==> config.mk <==
export PLATFORM = sky130hd
export DESIGN_NAME = mem_bus_arbiter
export DESIGN_NICKNAME = d
export VERILOG_FILES = /design/src/rtl/mem_bus_arbiter.sv
export SDC_FILE = /design/constraint.sdc
export NUM_CORES = 1
export LEC_CHECK = 0
export ABC_AREA = 1
export CAP_MARGIN = 15
export CELL_PAD_IN_SITES_DETAIL_PLACEMENT = 1
export CELL_PAD_IN_SITES_GLOBAL_PLACEMENT = 1
export CORE_MARGIN = 2
export CORE_UTILIZATION = 36
export CTS_BUF_LIST = sky130_fd_sc_hd__clkbuf_4
export CTS_CLUSTER_DIAMETER = 40
export DETAILED_ROUTE_END_ITERATION = 8
export HOLD_SLACK_MARGIN = 0.12
export PLACE_DENSITY_LB_ADDON = 0.1
export SLEW_MARGIN = 20
export SYNTH_ARGS = -nofsm -noshare
export SYNTH_HDL_FRONTEND = slang
export SYNTH_SLANG_ARGS = --single-unit
==> constraint.sdc <==
create_clock -name clk_i -period 10 [get_ports clk_i]
set_input_delay 1.5 -clock clk_i [delete_from_list [all_inputs] [get_ports clk_i]]
set_output_delay 1.5 -clock clk_i [all_outputs]
set_load 0.05 [all_outputs]
==> src/rtl/mem_bus_arbiter.sv <==
// Two-requester memory port arbiter: I-cache and D-cache share one main-memory port.
// Round-robin on ties, no pre-emption, registered memory strobes and read data.
module mem_bus_arbiter #(
   parameter int ADDR_W = 6,
   parameter int DATA_W = 32
) (
   input  logic              clk_i,
   input  logic              rst_i,
   input  logic              i_read_i,
   input  logic [ADDR_W-1:0] i_address_i,
   output logic [DATA_W-1:0] i_readdata_o,
   output logic              i_busywait_o,
   input  logic              d_read_i,
   input  logic              d_write_i,
   input  logic [ADDR_W-1:0] d_address_i,
   input  logic [DATA_W-1:0] d_writedata_i,
   output logic [DATA_W-1:0] d_readdata_o,
   output logic              d_busywait_o,
   output logic              m_read_o,
   output logic              m_write_o,
   output logic [ADDR_W-1:0] m_address_o,
   output logic [DATA_W-1:0] m_writedata_o,
   input  logic [DATA_W-1:0] m_readdata_i,
   input  logic              m_busywait_i
);

   // state    | meaning
   // S_IDLE   | no transfer, waiting for a request
   // S_I_BUSY | I transfer on the memory port
   // S_D_BUSY | D transfer on the memory port
   // S_I_DONE | I transfer finished, I_BUSYWAIT low for one cycle
   // S_D_DONE | D transfer finished, D_BUSYWAIT low for one cycle
   localparam logic [2:0] S_IDLE   = 3'd0;
   localparam logic [2:0] S_I_BUSY = 3'd1;
   localparam logic [2:0] S_D_BUSY = 3'd2;
   localparam logic [2:0] S_I_DONE = 3'd3;
   localparam logic [2:0] S_D_DONE = 3'd4;

   logic [2:0]        state_q, state_d;
   logic              first_q, first_d;
   logic              last_d_q, last_d_d;
   logic              m_read_q, m_read_d;
   logic              m_write_q, m_write_d;
   logic [ADDR_W-1:0] m_addr_q, m_addr_d;
   logic [DATA_W-1:0] m_wdata_q, m_wdata_d;
   logic [DATA_W-1:0] i_rdata_q, i_rdata_d;
   logic [DATA_W-1:0] d_rdata_q, d_rdata_d;

   logic req_i, req_d, grant_i, grant_d;

   assign req_i   = i_read_i;
   assign req_d   = d_read_i | d_write_i;
   assign grant_d = req_d & (~req_i | ~last_d_q);
   assign grant_i = req_i & ~grant_d;

   always_comb begin
      state_d   = state_q;
      first_d   = first_q;
      last_d_d  = last_d_q;
      m_read_d  = m_read_q;
      m_write_d = m_write_q;
      m_addr_d  = m_addr_q;
      m_wdata_d = m_wdata_q;
      i_rdata_d = i_rdata_q;
      d_rdata_d = d_rdata_q;
      case (state_q)
         S_IDLE, S_I_DONE, S_D_DONE: begin
            if (grant_d) begin
               state_d   = S_D_BUSY;
               first_d   = 1'b1;
               last_d_d  = 1'b1;
               m_addr_d  = d_address_i;
               m_wdata_d = d_writedata_i;
               m_write_d = d_write_i;
               m_read_d  = ~d_write_i;
            end else if (grant_i) begin
               state_d   = S_I_BUSY;
               first_d   = 1'b1;
               last_d_d  = 1'b0;
               m_addr_d  = i_address_i;
               m_write_d = 1'b0;
               m_read_d  = 1'b1;
            end else begin
               state_d = S_IDLE;
            end
         end
         S_I_BUSY, S_D_BUSY: begin
            // Memory may not raise BUSYWAIT until it has seen the strobe, so the first cycle never completes.
            if (first_q) begin
               first_d = 1'b0;
            end else if (!m_busywait_i) begin
               if (m_read_q && state_q == S_I_BUSY) i_rdata_d = m_readdata_i;
               if (m_read_q && state_q == S_D_BUSY) d_rdata_d = m_readdata_i;
               m_read_d  = 1'b0;
               m_write_d = 1'b0;
               state_d   = (state_q == S_I_BUSY) ? S_I_DONE : S_D_DONE;
            end
         end
         default: state_d = S_IDLE;
      endcase
   end

   always_ff @(posedge clk_i or posedge rst_i) begin
      if (rst_i) begin
         state_q   <= S_IDLE;
         first_q   <= 1'b0;
         last_d_q  <= 1'b0;
         m_read_q  <= 1'b0;
         m_write_q <= 1'b0;
         m_addr_q  <= '0;
         m_wdata_q <= '0;
         i_rdata_q <= '0;
         d_rdata_q <= '0;
      end else begin
         state_q   <= state_d;
         first_q   <= first_d;
         last_d_q  <= last_d_d;
         m_read_q  <= m_read_d;
         m_write_q <= m_write_d;
         m_addr_q  <= m_addr_d;
         m_wdata_q <= m_wdata_d;
         i_rdata_q <= i_rdata_d;
         d_rdata_q <= d_rdata_d;
      end
   end

   assign i_busywait_o  = req_i & (state_q != S_I_DONE);
   assign d_busywait_o  = req_d & (state_q != S_D_DONE);
   assign m_read_o      = m_read_q;
   assign m_write_o     = m_write_q;
   assign m_address_o   = m_addr_q;
   assign m_writedata_o = m_wdata_q;
   assign i_readdata_o  = i_rdata_q;
   assign d_readdata_o  = d_rdata_q;

endmodule

==> results of run 1 <==
==> path summary, 6_finish.rpt <==
check | slack [ps] | depth (start not counted) | startpoint | to
hold reg to reg | 490 | 2 | m_writedata_o[22] | m_writedata_o[22]
setup / recovery | 5330 | 4 | d_write_i | d_busywait_o
setup reg to reg | 7990 | 7 | last_d_q | state_q[1]
min in group asynchronous | 1450 | 2 | rst_i | m_writedata_o[16]
max in group asynchronous | 7320 | 3 | rst_i | d_readdata_o[23]
hold / removal | 490 | 2 | m_writedata_o[22] | m_writedata_o[22]
==> stage by stage <==
stage | utilization [%] | area (um2) | setup slack, ps
2_1_floorplan | - | 4775 | 5626
3_3_place_gp | 51.04 | 6679 | 5331
3_5_place_dp | 51.04 | 6679 | 5317
4_1_cts | 52.02 | 6807 | 5318
5_1_grt | 52.02 | 6807 | 5275
6_report | 52.02 | 6807 | 5330
==> per-layer routing <==
layer / track usage [%] / vias up / share of wire (%)
met2: 30.68 / 95 / 50
met4: 6.027 / 0 / 1.4
met3: 3.736 / 10 / 4.8
met5: 0 / - / 0
met1: 23.91 / 1820 / 44
li1: - / 1826 / -
==> power breakdown <==
group	internal, mW	switching, mW
clock network	0.0763	0.142
registers	0.628	0.123
logic	0.479	1.01
==> sequential cells by signal, summed over array words and instances, names as in the netlist <==
signal and flops:
d_readdata_o 32, first_q 1, i_readdata_o 32, last_d_q 1, m_address_o 6, m_read_o 1, m_write_o 1, m_writedata_o 32
state_q 3
==> cells by family (layout without fill, tap and decap cells) <==
group / after synthesis / count (layout) / share of synthesized area [%]
buffers and inverters: 64 / 246 / 7.599
DFF: 109 / 109 / 57.13
AOI/OAI and AO/OA: 69 / 69 / 12.55
and+or+nand+nor: 227 / 227 / 22.72
==> worst max-delay path: stages <==
cell             delay, ps
clkdlybuf4s50_1        570
nor2_1                 100
a31oi_1                160
clkdlybuf4s50_1        840
==> layout by cell type (no fill, tap or decap), drive strengths merged <==
cell           synthesis  layout
nand3                 37      37
clkdlybuf4s50          0     187
clkinvlp               0       2
dfrtp                109     109
buf                   22       2
nand2                186     186
nor2                   3       3
clkinv                 0       2
bufinv                 0       1
inv                   42      42
clkbuf                 0      10
nand3b                 1       1
o21ai                 67      67
a31oi                  2       2
==> final cells by class <==
type,instances,area [um2],area share (%)
clock buffer,10,75.07,1.103
clock inverter,5,52.55,0.7721
inverter,42,160.2,2.353
multi-input combinational,296,1684,24.74
sequential,109,2728,40.07
tap,176,220.2,3.235
timing repair buffer,189,1887,27.72
==> results.md, run 1 <==
* Outcome: finished clean
* Row count at 42
* Leakage power at 3.219 nW
* Max-slew headroom at 32.19%
* GR Util All Layers at 18.37%
* Power Density at about 360 nW/um2
* Area grow syn2layout at 42.56%
* Max FO, Critical Path at 4
* Initial antenna violation count at 0
* Die Y at roughly 120 um
* Period utilization at 46.70%
* Max Fclk at 214.1 MHz
* Worst Path Arrival at approximately 3200 ps
* Worst-path clk slew at 150 ps
* RSZ-0062 raised after global routing: no
* Ys Warns at 0
* Avg Inst Size Synth at 10.18 um2
* Worst EP required at 8500 ps
* Largest net degree at the start of global routing at 65
* Distinct cells, synth at 18
* Main area contributors after synthesis: dfrtp_1, o21ai_2, nand2_1
* Hold Slack at 490.3 ps
* 1st-iter DRT viols at 161
* Final Wtd Congestion at 0.7432
* # diodes at 0
* Synth Register Bits at approximately 110
* Core area at 13090 um2
* Slew Limit Fails at 0
* DR vias at 3751
* Dpl hpwl at a little under 9 mm
* Least-Margin Pin Slew at 1017 ps
* Synth Cell Area at about 4800 um2
* Worst-Skew Late Latency at 470 ps
* CP Launch Type: primary input
* Top post-synthesis cells by count: nand2_1, dfrtp_1, o21ai_2
* Placed Cells at 812
* Clk_skew at 19.02 ps
* Detail-routed via count per cell at between 4 and 5
* # DRC at 0
* Post-synthesis cell count at ~470
* Post-CTS Setup Inserts at 0
* Worst-case clock buffer depth at 2
* Port bufs at 187
* Cell taking the most area after synthesis: dfrtp_1
* # hold bufs at CTS at 0
* Max-cap check violation count at 0
* Final Power at 2.459 mW
* Kind of critical path: primary input to output port
* CTS tree: done
* Top-count cell post-synth: nand2_1
* Cells resized by post-CTS repair at 0
* Layout net count at 729
* Drt wl/cell at 15.15 um
* First-pass GRT wire length at 20.67 mm
* Vias in the first global route at 4035
* Top_reg_cell synth: dfrtp_1
* Htree depth at 3
* Tmin final at 4670 ps
* Crit. End Element: output port
* Setup_tns at 0 ps
* Register area share after synthesis at 57.13%
* Die Span X at between 100 and 150 um
* Non-Filler Instances at 827
* DR pass1 iterations at 4
* VDD IR max at 0.1526 mV
* I/O Pins at approximately 190
* Grt total ovfl at 0
* TritonCTS Buffers at 9
* Layout cells sized above 1 at 21.81%
* Final Hold Vio Count at 0
* Die area at 14200 um2
* EDFF count, synth at 0
* Post-synth top area share at a little under three fifths
* ANT nets after route at 0
* Root Buffer: clkbuf_4
* Syn_nets at roughly 550
* Detailed Route WL at 12.53 mm
* Clock sinks at 109
* Initial Utilization at 36.49%
* Share of flip-flops with an asynchronous set or reset at 100.0%
* HP Class: flip-flop to flip-flop
* Fillers at 1476
* Setup violators final at 0
Power figures use the tool's default switching activity.
==> run 2: changes to the inputs <==
CORE_UTILIZATION = 33   (was 36)
clock period = 4.5 ns   (was 10 ns; I/O delays follow)
==> results.md, run 2 (synthesis results as in run 1) <==
* Least-Margin Pin Slew at 994.1 ps
* Critical path's slowest cell: clkdlybuf4s50_1
* Power Density at 796.7 nW/um2
* Outcome: finished clean
* Worst-case clock buffer depth at 2
* Core area at 13990 um2
* Setup_tns at 0 ps
* Max-slew headroom at about 34%
* Commonest cells after routing, fill and taps aside: clkdlybuf4s50_1, nand2_1, dfrtp_1
* Hold Slack at 492.1 ps
* Die Y at roughly 120 um
* Highest routed layer: met4
* Post-CTS Setup Inserts at 0
* RSZ-0062 raised after global routing: no
* DR pass1 iterations at 4
* Final Wtd Congestion at 0.7425
* Final Hold Vio Count at 0
* Final Power at 5.453 mW
* Drt wl/cell at around 15 um
* Worst-Skew Late Latency at 470 ps
* Vias in the first global route at 3995
* CTS tree: done
* Kind of critical path: primary input to output port
* Largest net degree at the start of global routing at 76
* Detailed Route WL at 12.51 mm
* Hold path depth at 2
* Grt total ovfl at 0
* Crit-path cells: clkdlybuf4s50_1, nor2_1, a31oi_1, clkdlybuf4s50_1
* Slew Limit Fails at 0
* Worst Path Arrival at 2330 ps
* Final worst slack at 1490 ps
* # DRC at 0
* Crit-path max cell delay at roughly 840 ps
* Cell mode on critical path: clkdlybuf4s50_1
* Port bufs at approximately 190
* Initial Utilization at 34.13%
* Detail-routed via count per cell at 4.491
* Htree depth at 3
* Dpl hpwl at 8.945 mm
* Die area at 15450 um2
* Worst-path clk slew at ~160 ps
* CP Launch Type: primary input
* Worst EP required at 3830 ps
* First-pass GRT wire length at 20.75 mm
* Layout net count at roughly 730
* Setup violators final at 0
* GR Util All Layers at 16.58%
* ANT nets after route at 0
* # diodes at 0
* Crit. End Element: output port
* Area grow syn2layout at 43.37%
* HP Class: flip-flop to flip-flop
* Die Span X at 124.3 um
* Most common cell after layout, fill and taps aside: clkdlybuf4s50_1
* 1st-iter DRT viols at roughly 170
* FF-to-FF path depth at 8
* Clk_skew at 10.63 ps
* Max Fclk at around 330 MHz
* WL met3 at between 700 and 800 um
* # hold bufs at CTS at 0
* Period utilization at 66.88%
* Layout cells sized above 1 at 22.05%
* I/O Pins at 188
* Max-cap check violation count at 0
* TritonCTS Buffers at 9
* Routed met2 length at 6.355 mm
* Initial antenna violation count at 0
* Max FO, Critical Path at 4
* VDD IR max at around 0.38 mV
* Metal-1 WL at about 5.3 mm
* Tmin final at roughly 3000 ps
* Leakage power at 3.247 nW
* Clock sinks at 109
* Root Buffer: clkbuf_4
* Cells resized by post-CTS repair at 0
* Row count at 43
* Setup WS pre-CTS at 1464 ps
* DR vias at 3741
==> run 2: cell types whose count changed in the layout (fill, tap and decap cells not counted) <==
cell | before | now
buf_16 | 0 | 1
buf_4 | 2 | 3
clkinv_2 | 0 | 1
clkinvlp_4 | 2 | 0
inv_6 | 0 | 1
==> run 2: area by class of cell <==
cell class                      count  area (um2)
Clock buffer                       10       75.07
Timing Repair Buffer              191        1922
Sequential cell                   109        2728
Clock inverter                      5       51.30
Multi-Input combinational cell    296        1684
Tap cell                          180       225.2
Fill cell                        1580        7143
Inverter                           42       160.2
==> run 2: critical path, delay by kind of cell <==
family | cells | cell delay, ps
AO/OA/AOI/OAI | 1 | 140
buffers and inverters | 2 | 1410
AND/OR/NAND/NOR | 1 | 110
==> run 2: layer usage <==
metal,vias up,GRT usage [%]
met5,-,0
met4,0,4.032
met3,9,5.284
met2,100,28.83
met1,1797,19.99
li1,1835,-
==> run 2: final timing paths <==
| kind | start | slack, ps | to |
|---|---|---|---|
| max | d_write_i | 1490 | d_busywait_o |
| max reg2reg | last_d_q | 2630 | state_q[1] |
| min | m_writedata_o[11] | 490 | m_writedata_o[11] |
| max in group asynchronous | rst_i | 2920 | m_writedata_o[13] |
| min reg2reg | m_writedata_o[11] | 490 | m_writedata_o[11] |
| min in group asynchronous | rst_i | 730 | i_readdata_o[31] |
==> run 2: power by group <==
part           switching, mW  total, mW  internal, mW  leakage, nW
Combinational           2.24       3.31          1.07         1.78
Sequential             0.267       1.66          1.40         1.39
Clock                  0.313      0.484         0.171       0.0717
Total                   2.82       5.45          2.64         3.25
==> run 2: stage by stage <==
step,instances,utilization (%),instance area [um2]
2_1_floorplan,469,-,4775
3_3_place_gp,817,47.84,6691
3_5_place_dp,817,47.84,6691
4_1_cts,832,48.74,6818
5_1_grt,833,48.94,6845
6_report,833,48.94,6845
